<file path="src/rtl/target_ddr_pkg.sv">
// Shared constants and types for the HDR-DDR target transmitter.
// Mode encodings, FSM states, token constant and CRC-5 parameters.
package target_ddr_pkg;

  localparam int DATA_W = 8;
  localparam int CRC_W  = 5;

  typedef enum logic [3:0] {
    MODE_IDLE      = 4'b0000,
    MODE_PRE       = 4'b0001,
    MODE_DATA      = 4'b0010,
    MODE_PARITY    = 4'b0100,
    MODE_TOKEN_CRC = 4'b0101,
    MODE_CRC_VAL   = 4'b0110
  } tx_mode_e;

  typedef enum logic [1:0] {
    ST_IDLE,
    ST_LOAD,
    ST_SHIFT,
    ST_DONE
  } tx_state_e;

  localparam logic [3:0]       TOKEN_CRC = 4'b1100;
  localparam logic [CRC_W-1:0] CRC5_INIT = 5'b11111;
  localparam logic [CRC_W-1:0] CRC5_POLY = 5'b00101;

  // Any encoding outside the five transmit modes behaves as idle.
  function automatic logic mode_valid(input logic [3:0] m);
    case (m)
      MODE_PRE, MODE_DATA, MODE_PARITY, MODE_TOKEN_CRC, MODE_CRC_VAL: return 1'b1;
      default: return 1'b0;
    endcase
  endfunction

endpackage

</file>
<file path="src/rtl/target_tx_crc5.sv">
// Running CRC-5 (x^5+x^2+1, init 5'b11111) over whole transmitted bytes, MSB first.
// Only instantiated when TARGET_TX_CRC_EN is defined.
module target_tx_crc5
  import target_ddr_pkg::*;
(
  input  logic              clk,
  input  logic              rst,
  input  logic              clear,
  input  logic              byte_vld,
  input  logic [DATA_W-1:0] data_byte,
  output logic [CRC_W-1:0]  crc
);

  function automatic logic [CRC_W-1:0] crc5_byte(input logic [CRC_W-1:0] c_in,
                                                 input logic [DATA_W-1:0] b);
    logic [CRC_W-1:0] c;
    logic             fb;
    c = c_in;
    for (int i = DATA_W - 1; i >= 0; i--) begin
      fb = c[CRC_W-1] ^ b[i];
      c  = {c[CRC_W-2:0], 1'b0};
      if (fb) c = c ^ CRC5_POLY;
    end
    return c;
  endfunction

  always_ff @(posedge clk) begin
    if (rst || clear) begin
      crc <= CRC5_INIT;
    end else if (byte_vld) begin
      crc <= crc5_byte(crc, data_byte);
    end
  end

endmodule

</file>
<file path="src/rtl/target_ddr_tx.sv">
// HDR-DDR target transmitter: serialises preamble/data/parity/CRC fields MSB first,
// one bit per SCL edge. Define TARGET_TX_CRC_EN to use the internal CRC-5 generator.
module target_ddr_tx
  import target_ddr_pkg::*;
(
  input  logic       i_sys_clk,
  input  logic       i_sys_rst,
  input  logic       i_sclgen_scl_pos_edge,
  input  logic       i_sclgen_scl_neg_edge,
  input  logic       i_ddrccc_tx_en,
  input  logic [3:0] i_ddrccc_tx_mode,
  input  logic       i_ddrccc_pre_bit,
  input  logic [7:0] i_regf_tx_data,
  input  logic [4:0] i_crc_value,
  output logic       o_sdahnd_tx_sda,
  output logic       o_ddrccc_tx_mode_done,
  output logic       o_regf_rd_en,
  output logic       o_tx_busy
);

  tx_state_e         state_q, state_d;
  tx_mode_e          mode_q;
  logic [3:0]        bits_q;
  logic [DATA_W-1:0] shreg_q;
  logic [DATA_W-1:0] byte_q;
  logic [DATA_W-1:0] d1_q, d2_q;
  logic              first_byte_full_q;
  logic              sda_q;

  logic              scl_edge;
  logic              start;
  logic [DATA_W-1:0] d2_eff;
  logic              pa1, pa0;
  logic [CRC_W-1:0]  crc_src;
  logic [DATA_W-1:0] load_payload;
  logic [3:0]        load_bits;

  // Both strobes in one cycle still count as a single DDR bit.
  assign scl_edge = i_sclgen_scl_pos_edge | i_sclgen_scl_neg_edge;
  assign start    = i_ddrccc_tx_en && mode_valid(i_ddrccc_tx_mode);

  assign d2_eff = first_byte_full_q ? '0 : d2_q;
  assign pa1    = ^((d1_q ^ d2_eff) & 8'hAA);
  assign pa0    = (^((d1_q ^ d2_eff) & 8'h55)) ^ 1'b1;

`ifdef TARGET_TX_CRC_EN
  logic [CRC_W-1:0] crc_int;
  logic             unused_crc_value;

  assign unused_crc_value = ^i_crc_value;

  target_tx_crc5 u_crc5 (
    .clk       (i_sys_clk),
    .rst       (i_sys_rst),
    .clear     (state_q == ST_DONE && mode_q == MODE_TOKEN_CRC),
    .byte_vld  (state_q == ST_DONE && mode_q == MODE_DATA),
    .data_byte (byte_q),
    .crc       (crc_int)
  );

  assign crc_src = crc_int;
`else
  assign crc_src = i_crc_value;
`endif

  // Fields are left-aligned in an 8-bit shifter so the MSB is always bit 7.
  always_comb begin
    load_payload = '0;
    load_bits    = '0;
    case (i_ddrccc_tx_mode)
      MODE_PRE:       begin load_payload = {i_ddrccc_pre_bit, 7'b0}; load_bits = 4'd1; end
      MODE_DATA:      begin load_payload = i_regf_tx_data;           load_bits = 4'd8; end
      MODE_PARITY:    begin load_payload = {pa1, pa0, 6'b0};         load_bits = 4'd2; end
      MODE_TOKEN_CRC: begin load_payload = {TOKEN_CRC, 4'b0};        load_bits = 4'd4; end
      MODE_CRC_VAL:   begin load_payload = {crc_src, 3'b0};          load_bits = 4'd5; end
      default: ;
    endcase
  end

  always_comb begin
    state_d = state_q;
    case (state_q)
      ST_IDLE:  if (start) state_d = ST_LOAD;
      ST_LOAD:  state_d = i_ddrccc_tx_en ? ST_SHIFT : ST_IDLE;
      ST_SHIFT: begin
        if (!i_ddrccc_tx_en)                  state_d = ST_IDLE;
        else if (scl_edge && bits_q == 4'd1)  state_d = ST_DONE;
      end
      ST_DONE:  state_d = ST_IDLE;
      default:  state_d = ST_IDLE;
    endcase
  end

  // Control path
  always_ff @(posedge i_sys_clk) begin
    if (i_sys_rst) begin
      state_q           <= ST_IDLE;
      mode_q            <= MODE_IDLE;
      bits_q            <= '0;
      sda_q             <= 1'b1;
      d1_q              <= '0;
      d2_q              <= '0;
      first_byte_full_q <= 1'b0;
    end else begin
      state_q <= state_d;
      case (state_q)
        ST_IDLE: begin
          sda_q <= 1'b1;
          if (start) begin
            mode_q <= tx_mode_e'(i_ddrccc_tx_mode);
            bits_q <= load_bits;
          end
        end
        ST_LOAD: sda_q <= i_ddrccc_tx_en ? shreg_q[DATA_W-1] : 1'b1;
        ST_SHIFT: begin
          if (!i_ddrccc_tx_en) begin
            sda_q <= 1'b1;
          end else if (scl_edge) begin
            bits_q <= bits_q - 4'd1;
            sda_q  <= (bits_q == 4'd1) ? 1'b1 : shreg_q[DATA_W-2];
          end
        end
        ST_DONE: begin
          sda_q <= 1'b1;
          if (mode_q == MODE_DATA) begin
            if (first_byte_full_q) d2_q <= byte_q;
            else                   d1_q <= byte_q;
            first_byte_full_q <= ~first_byte_full_q;
          end else if (mode_q == MODE_PARITY) begin
            first_byte_full_q <= 1'b0;
          end
        end
        default: sda_q <= 1'b1;
      endcase
    end
  end

  // Data path
  always_ff @(posedge i_sys_clk) begin
    if (state_q == ST_IDLE && start) begin
      shreg_q <= load_payload;
      byte_q  <= i_regf_tx_data;
    end else if (state_q == ST_SHIFT && scl_edge) begin
      shreg_q <= shreg_q << 1;
    end
  end

  assign o_sdahnd_tx_sda       = sda_q;
  assign o_ddrccc_tx_mode_done = (state_q == ST_DONE);
  assign o_regf_rd_en          = (state_q == ST_DONE) && (mode_q == MODE_DATA);
  assign o_tx_busy             = (state_q != ST_IDLE);

endmodule

</file>
<file path="config.mk">
export PLATFORM = sky130hd
export DESIGN_NAME = target_ddr_tx
export DESIGN_NICKNAME = d
export VERILOG_FILES = /design/src/rtl/target_ddr_pkg.sv /design/src/rtl/target_tx_crc5.sv /design/src/rtl/target_ddr_tx.sv
export SDC_FILE = /design/constraint.sdc
export NUM_CORES = 1
export LEC_CHECK = 0
export CORE_MARGIN = 5
export CORE_UTILIZATION = 50
export DETAILED_ROUTE_END_ITERATION = 10
export PLACE_DENSITY = 0.81
export SLEW_MARGIN = 20
export SYNTH_ARGS = -nofsm -noshare
export SYNTH_HDL_FRONTEND = slang
export SYNTH_SLANG_ARGS = --single-unit
</file>
<file path="constraint.sdc">
create_clock -name i_sys_clk -period 1.8 [get_ports i_sys_clk]
set_input_delay 0.27 -clock i_sys_clk [delete_from_list [all_inputs] [get_ports i_sys_clk]]
set_output_delay 0.27 -clock i_sys_clk [all_outputs]
set_load 0.1 [all_outputs]
</file>
== After elaboration in Yosys (flattened, before gate mapping) ==
Index checks and enable logic that the tools add are counted.

* Add/subtract/negate cells: 1
* Multipliers: 0
* Div/mod/pow operators: 0
* Magnitude comparators: 0
* Eq/ne operators: 16
* Shifts and indexed selects: 0
* Multiplexer cells: 22
* Bitwise logic cells: 4
* Reductions and logical operators: 20

{| class="wikitable"
|+ Operators with widths
! operator !! count
|-
| 8-bit case mux with 5 select lines || 1
|-
| 8-bit 2-to-1 mux || 3
|-
| 4-bit case mux with 5 select lines || 1
|-
| 4-bit by 3-bit == test with 1-bit output, second input constant || 4
|-
| 8-bit XOR reduction || 2
|-
| 4-bit 2-to-1 mux || 3
|-
| 4-bit by 1-bit == test with 1-bit output, second input constant || 2
|-
| 4-bit by 2-bit == test with 1-bit output, second input constant || 2
|-
| 2-bit 2-to-1 mux || 4
|-
| 2-bit case mux with 4 select lines || 1
|-
| 4-bit case mux with 2 select lines || 1
|-
| 2-bit nonzero test || 4
|-
| 8-bit XOR || 1
|-
| 1-bit 2-to-1 mux || 7
|-
| 2-bit != test, second input constant || 3
|-
| 3-bit != test, second input constant || 2
|-
| 2-bit AND reduction || 3
|-
| 3-bit AND reduction || 2
|-
| 1-bit logical AND || 5
|-
| 5-bit OR reduction || 1
|-
| 2-bit == test, second input constant || 2
|-
| 4-bit AND reduction || 1
|-
| 4-bit by 1-bit subtractor with 4-bit output, second input constant || 1
|-
| 1-bit case mux with 3 select lines || 1
|-
| 5 further kinds || 6
|}

* Register bits after elaboration: 44
* Latch bits: 0
* RAM bits: 0
* ROM bits: 0
* Output and inout port bits: 4
* Memories kept: 0

== Longest topological paths before layout ==
Gate-level depths: netlist of the first run.

* Depth in word-level cells: 6
* Mapped depth: 8

== Least setup slack after synthesis of the first run ==
OpenSTA, ideal clock, no wires.

* Path type: register to register
* From: reg state_q[0]
* To: reg d2_q[1]
* Data arrival time: 2.644 ns
* Required time: 1.668 ns
* Path slack: -0.976 ns
* Stages on the path, launching flop included: 8
* Buffers on the path: 1
* Period minus slack after synthesis: 2.776 ns
* Path through: dfxtp_1 -> ha_1 -> nor4b_1 -> and2_1 -> buf_2 -> nand2_1 -> nand2_1 -> a21oi_1

* Cells in the longest elaborated chain, start to end: 2

{| class="wikitable"
|+ RTL lines
! what !! line !! RTL
|-
| start, declared || target_ddr_tx.sv:21 || <nowiki>tx_state_e state_q, state_d;</nowiki>
|-
| start signal, assigned || target_ddr_tx.sv:105 || <nowiki>state_q <= state_d;</nowiki>
|-
| 2-bit == test || n/a ||
|-
| net o_ddrccc_tx_mode_done || target_ddr_tx.sv:16 || <nowiki>output logic o_ddrccc_tx_mode_done,</nowiki>
|-
| 3-bit AND reduction (no line) || n/a ||
|-
| end signal, assigned || target_ddr_tx.sv:126 || <nowiki>if (first_byte_full_q) d2_q <= byte_q;</nowiki>
|-
| end, declared || target_ddr_tx.sv:26 || <nowiki>logic [DATA_W-1:0] d1_q, d2_q;</nowiki>
|}

The timed path passes the listed nets, and every way through them passes these cells.
A chain may end at the register's enable or synchronous reset.

== Worst setup path after layout of the first run ==
* From: reg state_q[0]
* To: out o_regf_rd_en

* Cells in the longest elaborated chain, start to end: 2

{| class="wikitable"
|+ RTL lines
! what !! line !! RTL
|-
| 2-bit == test || target_ddr_tx.sv:150 || <nowiki>assign o_regf_rd_en = (state_q == ST_DONE) && (mode_q == MODE_DATA);</nowiki>
|-
| 1-bit logical AND || target_ddr_tx.sv:150 ||
|-
| end, declared || target_ddr_tx.sv:17 || <nowiki>output logic o_regf_rd_en,</nowiki>
|}

No other way between the ends.

==> results of run 1 <==
==> through the flow <==
step	std cells	hold slack, ns
after floorplan	230	0.369
after global placement	316	0.456
after detailed placement	316	0.462
after CTS	324	0.474
after global routing	328	0.497
final	328	0.471
==> how the worst max path moves through the flow <==
stage                       startpoint                        to
2_1_floorplan  state_q[1]$_SDFFE_PP0P_  shreg_q[0]$_SDFFCE_PN0P_
3_3_place_gp       i_ddrccc_tx_mode[2]      shreg_q[6]$_DFFE_PP_
3_5_place_dp       i_ddrccc_tx_mode[2]      shreg_q[6]$_DFFE_PP_
4_1_cts        state_q[0]$_SDFFE_PP0P_              o_regf_rd_en
5_1_grt        state_q[0]$_SDFFE_PP0P_              o_regf_rd_en
6_report       state_q[0]$_SDFFE_PP0P_              o_regf_rd_en
==> logic make-up after synthesis <==
kind of cell,synth area share (%)
and+or+nand+nor,18.0
muxes,8.69
DFF,47.3
buffers and inverters,3.92
AOI/OAI and AO/OA,13.4
xor gates and xnor gates,4.77
adders and majority gates,3.98
==> placed cells by master (no fill, tap or decap), drive strengths merged, types with 3 or more instances in the layout <==
| master | instances |
|---|---|
| o21ai | 10 |
| edfxtp | 16 |
| a21oi | 12 |
| clkbuf | 8 |
| ha | 7 |
| buf | 28 |
| inv | 8 |
| nor2 | 22 |
| clkdlybuf4s50 | 21 |
| or3 | 3 |
| xnor2 | 12 |
| o31ai | 5 |
| dfxtp | 28 |
| nand3 | 8 |
| nand2 | 29 |
| o211ai | 3 |
| nand2b | 8 |
| mux2i | 18 |
==> worst min-delay path, stage by stage (launching register included) <==
cell and delay, ns:
dfxtp_1 0.32, nand2_1 0.05, a21oi_1 0.05
==> sequential cells by signal (all words and copies together), names as in the netlist, 2 cells and up <==
signal and cells:
d1_q 8, mode_q 4, shreg_q 8, d2_q 8
byte_q 8, state_q 2, bits_q 4
==> cell type report <==
type / instances / area, um2 / area share [%]
Multi-Input combinational cell: 165 / 1170 / 40.0
Sequential cell: 44 / 1050 / 35.8
Timing Repair Buffer: 50 / 483 / 16.5
Clock buffer: 8 / 123 / 4.19
Tap cell: 52 / 65.1 / 2.22
Inverter: 9 / 37.5 / 1.28
==> metal layers <==
layer,routed length [um],track usage [%],vias up
li1,-,-,899
met1,2180,22.2,883
met2,2450,27.1,41
met3,206,4.26,7
met4,87,6.47,0
met5,0,0,-
==> what timing repair did <==
| action | 4_1_cts | 5_1_grt |
|---|---|---|
| setup endpoints to repair | 2 | 19 |
| resized for setup | 4 | 9 |
| cloned | 0 | 0 |
| pin swaps | 0 | 4 |
| buffers inserted | 0 | 5 |
==> where the power goes <==
group / internal [mW] / switching, mW
clock: 0.443 / 0.341
sequential: 1.07 / 0.0281
combinational: 0.185 / 0.210
total: 1.70 / 0.579
==> impl_metrics.csv, run 1 <==
group,metric,value,unit
clock_network,cts_made_buffers,5,
global_route,track_usage,17.0,%
synthesis,yosys-top-cells-area,"dfxtp_1 (25%), edfxtp_1 (22%), mux2i_1 (8.2%)",
route,antenna_left,0,
floorplanning,dieArea,5830,um2
synthesis,yosys_warnings,0,
synthesis,yosys-top-cells-count,"nand2_1 (29), dfxtp_1 (28), nor2_1 (22)",
sta,fin_crit_sh,98.9,%
synthesis,synth_edf_count,16,
floorplanning,die_h,76.4,um
sta,max_freq,562,MHz
place,dp_hpwl,3.62,mm
place,portBuffers,26,
global_route,grt_pass1_wl,8.05,mm
final_layout,nets,305,
clock_network,htreeDepth,2,
sta,clock-skew-final,0.00577,ns
route,drt_iter0_markers,164,
critical_path,path_depth,4,
sta,timing.final.ws_setup,0.0201,ns
pwr,leakagePower,1.15,nW
synthesis,synth_area_leader_cell,"dfxtp_1",
place,dpl_cell_area,2730,um2
clock_network,cts_root_buffer,"clkbuf_8",
run_status,outcome,"finished clean",
floorplanning,die_w,76.4,um
hold_path,hold_path.class,"reg -> reg",
synthesis,synth_top_area_share,25.5,%
synthesis,synth_flop_cell,"dfxtp_1",
floorplanning,fp.coreArea,4320,um2
sta,rsz0062_at_grt,"true",
route,totalWireLength,4.92,mm
critical_path,cp.required,1.53,ns
global_route,grt_max_degree,17,
critical_path,critPathLaunchType,"flop",
synthesis,syn_area_per_cell,9.57,um2
job,maxCapViolations,0,
clock_network,postCtsHoldBufs,0,
clock_network,clk_pin_slew,0.08,ns
hold_path,hold_depth,2,
route,drt_pass1_iterations,4,
critical_path,reg2reg_to,"shreg_q[4]$_DFFE_PP_",
critical_path,critical-path-top-delay-family,"simple AND/OR/NAND/NOR gates",
critical_path,r2r_cells,8,
sta,setup-violations-final,0,
sta,worstMarginPinSlew,0.426,ns
sta,max_slew_margin,71.5,%
sta,finalSetupTns,0,ns
critical_path,crit_chain,"ha_4 -> nor4b_4 -> and2_4 -> buf_12",
synthesis,synth_area,2200,um2
final_layout,fin_area,2930,um2
clock_network,insertion_delay,0.29,ns
pwr,power_density,777,nW/um2
hold_path,holdPathEnd,"d2_q[5]$_SDFFE_PP0P_",
floorplanning,ios,27,
final_layout,syn_to_final_growth,33.0,%
global_route,grt_pass1_vias,1707,
clock_network,cts_tree,"done",
sta,timing.final.max_slew_violations,0,
critical_path,arrival,1.51,ns
critical_path,path_max_fanout,9,
route,wl_per_cell,15.0,um
clock_network,clock_sinks,44,
route,post_drt_via_cell_ratio,5.58,
critical_path,rrSetupSlack,0.07,ns
place,place_congestion,0.849,
place,dp_slack,-0.312,ns
floorplanning,initial_core_util,50.9,%
synthesis,synth_cell_types,44,
critical_path,critPathKind,"reg -> out",
sta,min_period,1.78,ns
synthesis,async_flop_share,0,%
critical_path,cp-end-kind,"output pin",
route,vias,1830,
route,drc,0,
floorplanning,rows,24,
final_layout,num-fill-cells,330,
critical_path,timing.critical_path.buf_inv,1,
final_layout,drive_above_1_share,21.7,%
critical_path,cp_slowest_cell,"dfxtp_4",
synthesis,synth-seq-cells,44,
pwr,vdd_drop_max,0.000709,V
synthesis,yosysMostFrequentCell,"nand2_1",
final_layout,diodes,0,
synthesis,synth_fp_nets,260,
global_route,overflow,0,
global_route,antenna_found_initial,0,
sta,finalHoldViolations,0,
critical_path,rr_startpoint,"state_q[0]$_SDFFE_PP0P_",
pwr,total_power,2.28,mW
hold_path,min_from,"d2_q[5]$_SDFFE_PP0P_",
synthesis,ys_seq_area_share,47.3,%
critical_path,cp_slowest_stage_delay,0.39,ns
final_layout,final_util,67.7,%
clock_network,clk_path_buf_depth,2,
synthesis,syn_inst,230,
No activity file was read; power rests on OpenSTA's default activity.
==> run 2: changes to the inputs <==
Settings changed: CTS_CLUSTER_DIAMETER set to 50, SKIP_LAST_GASP set to 1.
==> impl_metrics.csv, run 2 (synthesized netlist as in run 1, its figures left out) <==
group,metric,value,unit
pwr,vdd_drop_max,0.000709,V
route,totalWireLength,4.91,mm
place,portBuffers,26,
floorplanning,initial_core_util,50.9,%
clock_network,clock_sinks,44,
run_status,outcome,"finished clean",
global_route,grt_pass1_vias,1707,
global_route,track_usage,17.0,%
global_route,grt_max_degree,17,
place,place_congestion,0.849,
sta,whs,0.472,ns
critical_path,rr_startpoint,"state_q[0]$_SDFFE_PP0P_",
clock_network,clk_pin_slew,0.09,ns
route,antenna_left,0,
floorplanning,die_h,76.4,um
critical_path,arrival,1.51,ns
sta,timing.final.max_slew_violations,0,
global_route,grt_pass1_wl,8.05,mm
critical_path,critPathKind,"reg -> out",
hold_path,hold_depth,2,
job,maxCapViolations,0,
final_layout,drive_above_1_share,21.7,%
hold_path,holdPathEnd,"d2_q[5]$_SDFFE_PP0P_",
critical_path,cp-end-kind,"output pin",
pwr,clkPwrFrac,34.5,%
final_layout,num-fill-cells,332,
route,vias,1822,
clock_network,htreeDepth,2,
critical_path,critPathLaunchType,"flop",
route,drt_iter0_markers,174,
floorplanning,die_w,76.4,um
clock_network,insertion_delay,0.29,ns
pwr,p_int,1.70,mW
final_layout,mostFrequentLayoutCells,"nand2_1 (26), dfxtp_1 (26), buf_4 (24)",
floorplanning,ios,27,
floorplanning,rows,24,
global_route,overflow,0,
critical_path,reg2reg_to,"shreg_q[5]$_DFFE_PP_",
critical_path,path_max_fanout,9,
sta,rsz0062_at_grt,"true",
pwr,leakagePower,1.15,nW
route,drc,0,
final_layout,stdcell_count,328,
sta,clock-skew-final,0.00603,ns
final_layout,multi_input_area,1170,um2
pwr,swShare,25.5,%
sta,worstMarginPinSlew,0.434,ns
sta,fin_crit_sh,98.9,%
sta,max_freq,562,MHz
final_layout,diodes,0,
critical_path,cp.required,1.53,ns
critical_path,rrSetupSlack,0.07,ns
sta,max_slew_margin,71.0,%
pwr,power_frac_comb,17.3,%
final_layout,syn_to_final_growth,32.7,%
place,dp_hpwl,3.62,mm
pwr,switching_power,0.579,mW
critical_path,cp_slowest_cell,"dfxtp_4",
hold_path,min_from,"d2_q[5]$_SDFFE_PP0P_",
final_layout,final-seq-area,1050,um2
sta,finalHoldViolations,0,
hold_path,hold_path.class,"reg -> reg",
critical_path,crit_chain,"ha_4 -> nor4b_4 -> and2_4 -> buf_12",
sta,min_period,1.78,ns
clock_network,cts_root_buffer,"clkbuf_8",
route,drt_pass1_iterations,4,
clock_network,cts_tree,"done",
floorplanning,dieArea,5830,um2
pwr,power_density,779,nW/um2
sta,setup-violations-final,0,
route,wl_per_cell,15.0,um
place,place_inst,316,
critical_path,r2r_cells,7,
pwr,seq_power_share,48.2,%
clock_network,clk_path_buf_depth,2,
final_layout,nets,305,
route,post_drt_via_cell_ratio,5.55,
clock_network,cts_made_buffers,5,
floorplanning,fp.coreArea,4320,um2
critical_path,cp_slowest_stage_delay,0.39,ns
global_route,antenna_found_initial,0,
run 2: changes by cell type in the layout (fill, tap and decap cells not counted):
cell / change
nand2_2: +1
nand2_4: -1
run 2: layer usage:
| layer | vias to the layer above | GRT usage (%) | wire (um) |
|---|---|---|---|
| li1 | 897 | - | - |
| met1 | 874 | 22.2 | 2190 |
| met2 | 44 | 27.1 | 2450 |
| met3 | 7 | 4.26 | 185 |
| met4 | 0 | 6.47 | 87 |
| met5 | - | 0 | 0 |
run 2: power groups by stage:
stage | Clock (mW) | Combinational (mW) | Sequential [mW]
3_5_place_dp | 0 | 0.375 | 1.12
5_1_grt | 0.845 | 0.424 | 1.10
4_1_cts | 0.804 | 0.377 | 1.10
6_report | 0.785 | 0.394 | 1.10
3_3_place_gp | 0 | 0.367 | 1.12
2_1_floorplan | 0 | 0.207 | 1.13
run 2: through the flow:
| step | worst slack (ns) | TNS [ns] | utilization [%] | power, mW | instance area [um2] |
|---|---|---|---|---|---|
| 6_report | 0.0200 | 0 | 67.6 | 2.28 | 2920 |
| 5_1_grt | -0.0617 | -0.0943 | 67.6 | 2.37 | 2920 |
| 4_1_cts | -0.0723 | -0.0723 | 66.3 | 2.28 | 2870 |
| 3_5_place_dp | -0.312 | -7.58 | 63.2 | 1.50 | 2730 |
| 3_3_place_gp | -0.292 | -6.57 | 63.2 | 1.49 | 2730 |
| 2_1_floorplan | -0.235 | -5.08 | - | 1.34 | 2300 |
run 2: final cells by class:
type                            instances  share of cell area, %
Multi-Input combinational cell        165                   39.9
Sequential cell                        44                   35.9
Timing Repair Buffer                   50                   16.5
Clock buffer                            8                   4.20
Tap cell                               52                   2.23
Inverter                                9                   1.28
run 2: worst max-delay path: cells and delay by family (launching register included):
kind,cells,cell delay [ns]
and+or+nand+nor,2,0.47
DFF,1,0.39
buffers and inverters,1,0.19
adders and majority gates,1,0.17
run 2: how the worst max path moves through the flow:
| stage | startpoint | endpoint | depth (start not counted) |
|---|---|---|---|
| 2_1_floorplan | state_q[1]$_SDFFE_PP0P_ | shreg_q[0]$_SDFFCE_PN0P_ | 7 |
| 3_3_place_gp | i_ddrccc_tx_mode[2] | shreg_q[6]$_DFFE_PP_ | 6 |
| 3_5_place_dp | i_ddrccc_tx_mode[2] | shreg_q[6]$_DFFE_PP_ | 6 |
| 4_1_cts | state_q[0]$_SDFFE_PP0P_ | o_regf_rd_en | 5 |
| 5_1_grt | state_q[0]$_SDFFE_PP0P_ | o_regf_rd_en | 4 |
| 6_report | state_q[0]$_SDFFE_PP0P_ | o_regf_rd_en | 4 |
run 2: repair_timing:
item                       4_1_cts  5_1_grt
setup endpoints to repair        2       19
gates resized for setup          4        8
setup buffers                    0        5
gates cloned                     0        0
hold buffers                     0        0
pin swaps                        0        4
==> run 3: changes to the inputs <==
Settings changed: CORE_UTILIZATION 50 to 52, CTS_BUF_LIST set to sky130_fd_sc_hd__clkbuf_8, PLACE_DENSITY 0.81 to 0.83.
==> impl_metrics.csv, run 3 (synthesized netlist as in run 1, its figures left out) <==
group,metric,value,unit
run_status,outcome,"finished clean",
pwr,power_density,772,nW/um2
global_route,grt_pass1_wl,8.14,mm
route,wl_met3,242,um
critical_path,path_depth,5,
place,place_inst,314,
clock_network,cts_tree,"done",
route,wl_per_cell,15.4,um
global_route,track_usage,19.4,%
critical_path,cp_slowest_cell,"or4_1",
global_route,grt_max_degree,15,
critical_path,path_max_fanout,4,
sta,finalHoldViolations,0,
pwr,swShare,25.9,%
critical_path,rrSetupSlack,0.11,ns
floorplanning,initial_core_util,54.3,%
critical_path,critical-path-top-delay-family,"simple AND/OR/NAND/NOR gates",
floorplanning,die_w,75.1,um
clock_network,cts_made_buffers,5,
place,portBuffers,26,
route,drt-met1-wl,2.35,mm
route,wl_met2,2.39,mm
critical_path,cp_slowest_stage_delay,0.52,ns
clock_network,clock_sinks,44,
critical_path,crit_end,"shreg_q[6]$_DFFE_PP_",
final_layout,nets,306,
clock_network,clk_path_buf_depth,2,
sta,clock-skew-final,0.0109,ns
route,highest_layer,"met4",
route,vias,1793,
critical_path,cp-end-kind,"flop",
place,dp_hpwl,3.64,mm
critical_path,rr_startpoint,"state_q[1]$_SDFFE_PP0P_",
final_layout,stdcell_count,327,
clock_network,htreeDepth,2,
floorplanning,fp.coreArea,4060,um2
route,drc,0,
critical_path,timing.critical_path.buf_inv,1,
final_layout,syn_to_final_growth,32.5,%
final_layout,diodes,0,
job,maxCapViolations,0,
sta,finalSetupTns,0,ns
pwr,switching_power,0.584,mW
sta,min_period,1.75,ns
final_layout,drive_above_1_share,22.4,%
route,antenna_left,0,
global_route,antenna_found_initial,0,
route,post_drt_via_cell_ratio,5.48,
sta,worstMarginPinSlew,0.592,ns
sta,fin_crit_sh,97.0,%
sta,setup-violations-final,0,
route,totalWireLength,5.04,mm
pwr,clkPwrFrac,33.6,%
place,place_congestion,0.810,
pwr,leakagePower,1.15,nW
sta,max_slew_margin,60.1,%
global_route,grt_pass1_vias,1720,
critical_path,arrival,1.91,ns
critical_path,r2r_cells,7,
hold_path,hold_path.class,"in -> reg",
final_layout,num-fill-cells,281,
critical_path,crit_chain,"clkdlybuf4s50_1 -> or3_1 -> or4_1 -> and3_4 -> o21ai_2",
pwr,power_frac_comb,17.7,%
sta,whs,0.455,ns
pwr,p_int,1.67,mW
global_route,overflow,0,
floorplanning,ios,27,
pwr,seq_power_share,48.6,%
critical_path,startpoint,"i_ddrccc_tx_mode[1]",
critical_path,reg2reg_to,"shreg_q[5]$_DFFE_PP_",
sta,rsz0062_at_grt,"true",
clock_network,cts_root_buffer,"clkbuf_8",
sta,timing.final.max_slew_violations,0,
route,drt_pass1_iterations,4,
floorplanning,die_h,75.1,um
clock_network,clk_pin_slew,0.09,ns
critical_path,critPathKind,"in -> reg",
final_layout,mostFrequentLayoutCells,"nand2_1 (26), dfxtp_1 (26), buf_4 (25)",
critical_path,cp.required,1.96,ns
floorplanning,dieArea,5640,um2
clock_network,insertion_delay,0.30,ns
critical_path,critPathLaunchType,"primary input",
sta,max_freq,573,MHz
floorplanning,rows,23,
route,drt_iter0_markers,131,
pwr,vdd_drop_max,0.000727,V
run 3: cell types whose count changed in the layout (fill, tap and decap cells not counted), sizes merged:
cell | before | now
buf | 28 | 29
bufinv | 0 | 1
clkbuf | 8 | 5
clkdlybuf4s50 | 21 | 19
clkinv | 0 | 2
dlygate4sd2 | 0 | 1
dlymetal6s2s | 1 | 2
run 3: worst min path at each step:
stage	start	end	depth (start not counted)
2_1_floorplan	i_regf_tx_data[0]	byte_q[0]$_DFFE_PP_	0
3_3_place_gp	d2_q[1]$_SDFFE_PP0P_	d2_q[1]$_SDFFE_PP0P_	2
3_5_place_dp	d2_q[3]$_SDFFE_PP0P_	d2_q[3]$_SDFFE_PP0P_	2
4_1_cts	d2_q[3]$_SDFFE_PP0P_	d2_q[3]$_SDFFE_PP0P_	2
5_1_grt	d2_q[3]$_SDFFE_PP0P_	d2_q[3]$_SDFFE_PP0P_	2
6_report	i_ddrccc_tx_mode[0]	mode_q[0]$_SDFFE_PP0P_	4
run 3: through the flow:
step | utilization (%) | instance area [um2] | power, mW | setup WS, ns
floorplan | - | 2300 | 1.34 | -0.235
detailed placement | 67.3 | 2730 | 1.49 | -0.313
CTS | 71.1 | 2890 | 2.25 | -0.0146
finish | 71.9 | 2920 | 2.25 | 0.0537
global route | 71.9 | 2920 | 2.34 | 0.000620
global placement | 67.3 | 2730 | 1.48 | -0.275
run 3: timing repair:
action                     in CTS  in global routing
pin swaps                       2                  2
hold buffers                    0                  0
buffers inserted                4                  2
setup endpoints to repair       2                 34
cloned                          0                  0
resized for setup               6                  9
run 3: cell type report:
| type | count | area, um2 | share of cell area [%] |
|---|---|---|---|
| sequential | 44 | 1050 | 35.9 |
| inverter | 9 | 37.5 | 1.29 |
| clock buffer | 5 | 68.8 | 2.36 |
| multi-input combinational | 165 | 1170 | 40.0 |
| tap | 50 | 62.6 | 2.14 |
| timing repair buffer | 51 | 492 | 16.9 |
| clock inverter | 3 | 42.5 | 1.46 |
run 3: worst register-to-register path, delay by kind of cell, from the launching register on:
family | cells | cell delay, ns
buffers and inverters | 4 | 0.47
flip-flops | 1 | 0.35
AND/OR/NAND/NOR | 1 | 0.27
AO/OA/AOI/OAI | 1 | 0.24
adder cells (fa/ha/maj) | 1 | 0.18
run 3: power by group through the flow:
stage / Combinational [mW] / Sequential (mW) / Clock (mW)
2_1_floorplan: 0.207 / 1.13 / 0
3_3_place_gp: 0.365 / 1.12 / 0
3_5_place_dp: 0.373 / 1.12 / 0
4_1_cts: 0.384 / 1.09 / 0.773
5_1_grt: 0.432 / 1.10 / 0.808
6_report: 0.399 / 1.10 / 0.758
run 3: layer usage:
layer / vias up / GRT usage, %
met5: - / 0
met4: 0 / 5.93
met3: 6 / 4.14
met2: 43 / 32.1
met1: 838 / 25.5
li1: 906 / -
